==> src/rtl/conv_encoder_if.sv <==
// Bit-serial stream into the K=7 convolutional encoder and the coded X/Y pair stream out of it.
interface conv_encoder_if;
   logic in_bits;
   logic in_valid;
   logic in_last;
   logic in_ready;
   logic out_x;
   logic out_y;
   logic out_valid;
   logic out_last;
   logic ovf;

   modport master (
      output in_bits, in_valid, in_last,
      input  in_ready, out_x, out_y, out_valid, out_last, ovf
   );

   modport slave (
      input  in_bits, in_valid, in_last,
      output in_ready, out_x, out_y, out_valid, out_last, ovf
   );
endinterface

==> src/rtl/conv_encoder.sv <==
// Rate-1/2 K=7 bit-serial convolutional encoder; CONV_ENC_TAIL_EN adds zero-tail burst termination.
// Latency: one cycle from an accepted bit (or generated tail bit) to its registered X/Y pair.
// Backpressure: none downstream; in_ready drops only during the tail, where arriving bits are dropped and flagged on ovf.
module conv_encoder #(
   parameter int           K  = 7,
   parameter logic [K-1:0] G1 = 7'o171,
   parameter logic [K-1:0] G2 = 7'o133
) (
   input  logic          clk,
   input  logic          reset,
   conv_encoder_if.slave bus
);
   logic [K-2:0] sr, sr_nxt;
   logic [K-1:0] taps;
   logic         accept, shift, bit_in, last_pair, ovf_nxt;

`ifdef CONV_ENC_TAIL_EN
   localparam int CW = $clog2(K - 1);
   typedef enum logic [1:0] {IDLE, DATA, TAIL} state_t;
   state_t        state, state_nxt;
   logic [CW-1:0] tail_cnt, tail_cnt_nxt;
   assign bus.in_ready = (state != TAIL);
`else
   assign bus.in_ready = 1'b1;
`endif
   assign accept = bus.in_valid & bus.in_ready;

   always_comb begin
      sr_nxt    = sr;
      shift     = 1'b0;
      bit_in    = bus.in_bits;
      last_pair = 1'b0;
      ovf_nxt   = 1'b0;
`ifdef CONV_ENC_TAIL_EN
      state_nxt    = state;
      tail_cnt_nxt = tail_cnt;
      if (state == TAIL) begin
         // Flush K-1 zeros back-to-back so the trellis ends in state 0.
         shift   = 1'b1;
         bit_in  = 1'b0;
         ovf_nxt = bus.in_valid;
         if (tail_cnt == CW'(K - 2)) begin
            last_pair    = 1'b1;
            state_nxt    = IDLE;
            tail_cnt_nxt = '0;
         end else begin
            tail_cnt_nxt = tail_cnt + CW'(1);
         end
      end else if (accept) begin
         shift     = 1'b1;
         state_nxt = bus.in_last ? TAIL : DATA;
      end
`else
      if (accept) begin
         shift     = 1'b1;
         last_pair = bus.in_last;
      end
`endif
      if (shift) sr_nxt = {sr[K-3:0], bit_in};
`ifndef CONV_ENC_TAIL_EN
      // Without a tail, restart the trellis from state 0 for the next burst.
      if (last_pair) sr_nxt = '0;
`endif
   end

   // Tap vector runs newest-first: current bit, then sr[0] .. sr[K-2].
   always_comb begin
      taps[K-1] = bit_in;
      for (int i = 0; i < K - 1; i++) taps[K-2-i] = sr[i];
   end

   always_ff @(posedge clk) begin
      if (!reset) begin
`ifdef CONV_ENC_TAIL_EN
         state    <= IDLE;
         tail_cnt <= '0;
`endif
         sr            <= '0;
         bus.out_valid <= 1'b0;
         bus.out_x     <= 1'b0;
         bus.out_y     <= 1'b0;
         bus.out_last  <= 1'b0;
         bus.ovf       <= 1'b0;
      end else begin
`ifdef CONV_ENC_TAIL_EN
         state    <= state_nxt;
         tail_cnt <= tail_cnt_nxt;
`endif
         sr            <= sr_nxt;
         bus.out_valid <= shift;
         bus.out_x     <= shift & (^(taps & G1));
         bus.out_y     <= shift & (^(taps & G2));
         bus.out_last  <= last_pair;
         bus.ovf       <= ovf_nxt;
      end
   end
endmodule

==> src/flat_wrapper.sv <==
// flat-port wrapper written by rule: the top's interface ports become plain ports
module conv_encoder_flat 
#(
   parameter int           K  = 7,
   parameter logic [K-1:0] G1 = 7'o171,
   parameter logic [K-1:0] G2 = 7'o133
)
  (clk, reset, bus_in_bits, bus_in_valid, bus_in_last, bus_in_ready, bus_out_x, bus_out_y, bus_out_valid, bus_out_last, bus_ovf);
  conv_encoder_if bus_i ();
  input  logic clk;
  input  logic reset;
  input wire logic [$bits(bus_i.in_bits)-1:0] bus_in_bits;
  input wire logic [$bits(bus_i.in_valid)-1:0] bus_in_valid;
  input wire logic [$bits(bus_i.in_last)-1:0] bus_in_last;
  output wire logic [$bits(bus_i.in_ready)-1:0] bus_in_ready;
  output wire logic [$bits(bus_i.out_x)-1:0] bus_out_x;
  output wire logic [$bits(bus_i.out_y)-1:0] bus_out_y;
  output wire logic [$bits(bus_i.out_valid)-1:0] bus_out_valid;
  output wire logic [$bits(bus_i.out_last)-1:0] bus_out_last;
  output wire logic [$bits(bus_i.ovf)-1:0] bus_ovf;
  assign bus_i.in_bits = bus_in_bits;
  assign bus_i.in_valid = bus_in_valid;
  assign bus_i.in_last = bus_in_last;
  assign bus_in_ready = bus_i.in_ready;
  assign bus_out_x = bus_i.out_x;
  assign bus_out_y = bus_i.out_y;
  assign bus_out_valid = bus_i.out_valid;
  assign bus_out_last = bus_i.out_last;
  assign bus_ovf = bus_i.ovf;
  conv_encoder #(.K(K), .G1(G1), .G2(G2)) u_core (.clk(clk), .reset(reset), .bus(bus_i));
endmodule
==> config.mk <==
export PLATFORM = sky130hd
export DESIGN_NAME = conv_encoder_flat
export DESIGN_NICKNAME = d
export VERILOG_FILES = /design/src/rtl/conv_encoder_if.sv /design/src/rtl/conv_encoder.sv /design/src/flat_wrapper.sv
export SDC_FILE = /design/constraint.sdc
export NUM_CORES = 1
export LEC_CHECK = 0
export CAP_MARGIN = 20
export CORE_AREA = 2 2 39 41
export DETAILED_ROUTE_END_ITERATION = 16
export DIE_AREA = 0 0 41 43
export GPL_TIMING_DRIVEN = 0
export PLACE_DENSITY = 0.53
export SYNTH_ARGS = -nofsm -noshare
export SYNTH_HDL_FRONTEND = slang
export SYNTH_SLANG_ARGS = --single-unit
==> constraint.sdc <==
create_clock -name clk -period 1.2 [get_ports clk]
set_input_delay 0.24 -clock clk [delete_from_list [all_inputs] [get_ports clk]]
set_output_delay 0.24 -clock clk [all_outputs]
set_load 0.005 [all_outputs]
==> impl_metrics.toml <==
[run_status]
status = "complete, no violations"

[clock_tree]
clock_sinks = 10
root_buffer = "clkbuf_4"
cts-buffers-inserted = 3
clk_path_buf_depth = 2
path_clk_slew_ns = 0.06
insertion_delay_ns = 0.26
cts_tree = "yes"
cts.htree.levels = 1

[sta]
whs_ns = 0.373
fin_crit_sh = 0.936
drv_slew = 0
hold_viol_final = 0
finClkSkew_ns = 0.00189
max_freq_mhz = 891
grt_setup_unrepaired = "no"
setup_violations = 0
period_minus_slack_ns = 1.12

[routing]
post-route-drc-count = 0
dr_total_vias = 343
wl_um = 717
first_iter_violations = 3
drt_first_pass_iters = 2
wire_per_inst_um = 9.19
viasPerCell = 4.40
drtAntennaViolNets = 0

[layout]
drive_gt1_frac = 0.113
final_area_um2 = 553
num_antenna_cells = 0
area_growth_pct = 30.0
nFillCells = 149
layout.nets = 69
fin_cells = 78

[min_path]
hold_path_class = "primary input to register"

[synthesis]
synth-compound-area-share = 0.0882
synth_top_area_cell = "dfxtp_1"
synthCells = 51
ys_types = 13
synth_top_family_by_area = "simple AND/OR/NAND/NOR gates"
yosysWarnings = 0
synth-xor-area-share = 0.0618
synthAdderAreaFrac = 0
ys_seq_area_frac = 0.471
synth_top_area_share = 0.471
synthesis.area_um2 = 425
synth_mux_area_frac = 0.0471
synth_simple_gate_area_frac = 0.206
synth_nets = 56
synth_area_leaders = "dfxtp_1 47%, and2_1 8.8%, nand2_1 8.8%"
syn_avg_cell_area_um2 = 8.34
synth-seq-cells = 10

[critical_path]
start_kind = "primary input"
worstSetupPathDepth = 4
cp_num_buf_inv = 2
r2r_slack_ns = 0.16
slowest_stage = "clkdlybuf4s50_1"
cp.required_ns = 1.35
arrival_ns = 1.28
crit_fanout = 10
path_cells = "clkdlybuf4s50_1, buf_2, o22ai_1, and2_1"
timing.critical_path.to = "u_core.sr[3]"
startpoint = "bus_in_valid"
worstReg2RegEnd = "u_core.bus.out_x"
worst_setup_path_end_kind = "register"
crit_family = "buffers and inverters"
worstRegToRegCells = 3
critical_path.max_stage_delay_ns = 0.53
critPathKind = "primary input to register"
timing.rr.start = "u_core.sr[1]"

[floorplanning]
die_height_um = 43
row_count = 14
die-area_mm2 = 0.00176
initial_utilization = 0.307
core-area_mm2 = 0.00138
die_w_um = 41
ios = 11

[power]
comb_power_share = 0.102
switching_power_uw = 139
p_sw_frac = 0.221
p_leak_uw = 0.000237
p_seq_frac = 0.543
clockPowerShare = 0.355
vdd_drop_max_v = 0.000380
intPower_uw = 491
power_density_mw_per_mm2 = 1140

[place]
place_congestion = 0.706
place_area_um2 = 526
port_buffers = 8
dpl.hpwl_um = 513
dp_cells = 75

[global_route]
track_usage = 0.110
grt_max_degree = 11
grt_pass1_vias = 313
grt_overflow = 0
antenna_found_initial = 0
grt_pass1_wl_mm = 1.24

[flow_run]
drv_cap = 0
## per-layer routing
metal / GRT usage / vias to the layer above / part of all wire
met5: 0 / - / 0
met1: 0.121 / 152 / 0.43
met2: 0.150 / 7 / 0.51
met3: 0.0314 / 2 / 0.047
li1: - / 182 / -
met4: 0.120 / 0 / 0.0098
## per-stage QoR
step / total power (µW) / utilization / worst slack (ns) / TNS, ns
detailed placement: 418 / 0.380 / -0.257 / -1.71
global route: 669 / 0.400 / 0.0000876 / 0
CTS: 647 / 0.392 / 0.0134 / 0
finish: 630 / 0.400 / 0.0771 / 0
floorplan: 381 / - / 0.249 / 0
global placement: 418 / 0.380 / -0.250 / -1.69
## logic make-up (layout without fill, tap and decap cells)
kind of cell	count (synthesis)	count (layout)
buffers and inverters	10	21
multiplexers	2	2
other	2	2
AO/OA/AOI/OAI	6	6
flip-flops	10	10
XOR/XNOR	3	3
AND/OR/NAND/NOR	18	18
## final cells by class
type                    count  area [µm²]  share of cell area
plain buffers               4        23.8              0.0430
clock buffers               3        22.5              0.0407
inverters                   6        22.5              0.0407
multi-input cells          31         186               0.337
flip-flops and latches     10         200               0.362
well taps                  16        20.0              0.0362
repair buffers              8        77.6               0.140
## what timing repair did
item | 4_1_cts | 5_1_grt
hold buffers | 0 | 0
endpoints found under the setup margin | 4 | 2
buffers inserted | 0 | 0
endpoints found under the hold margin | 0 | 0
gates resized for setup | 4 | 2
## cells in the mapped netlist, drive strengths merged
library cell / n
and2: 7
and3: 1
buf: 3
clkbuf: 1
conb: 2
dfxtp: 10
inv: 6
mux2i: 2
nand2: 10
o22ai: 6
xnor2: 3
## worst min-delay path by stage
stage / cells past startpoint / from / slack (ns) / endpoint
after global placement: 2 / u_core.sr[0] / 0.47 / u_core.bus.out_x
after global routing: 2 / reset / 0.38 / u_core.sr[1]
after CTS: 2 / u_core.sr[0] / 0.48 / u_core.bus.out_x
after floorplan: 1 / reset / 0.36 / u_core.sr[0]
final: 2 / reset / 0.37 / u_core.sr[0]
after detailed placement: 2 / u_core.sr[0] / 0.48 / u_core.bus.out_x
## flip-flops by register name, indices dropped and copies added (netlist names)
signal	flops
u_core.bus.out_x	1
u_core.bus.out_valid	1
u_core.bus.out_last	1
u_core.bus.out_y	1
u_core.sr	6
## cell usage in the layout (no fill, tap or decap)
cell,synthesis,layout
o22ai_1,6,6
and2_0,1,1
mux2i_1,2,2
dfxtp_1,10,10
buf_2,1,1
and2_1,6,6
dlygate4sd2_1,0,4
clkbuf_1,1,1
dlymetal6s2s_1,0,1
xnor2_1,3,2
nand2_1,10,10
and3_1,1,1
xnor2_2,0,1
clkdlybuf4s50_1,0,3
clkbuf_4,0,3
buf_4,2,2
inv_1,6,6
conb_1,2,2
## worst register-to-register path, cell delays in order (launching register included)
cell and delay [ns]:
dfxtp_1 0.33, xnor2_1 0.26, xnor2_2 0.18, mux2i_1 0.20
## power by group through the flow
stage / sequential, µW / clock (µW) / combinational, µW
6_report: 342 / 224 / 64.1
5_1_grt: 343 / 253 / 72.5
4_1_cts: 342 / 241 / 63.7
3_5_place_dp: 350 / 0 / 67.7
3_3_place_gp: 350 / 0 / 67.6
2_1_floorplan: 351 / 0 / 29.9
Note: power is estimated with default switching activity, not from simulation.
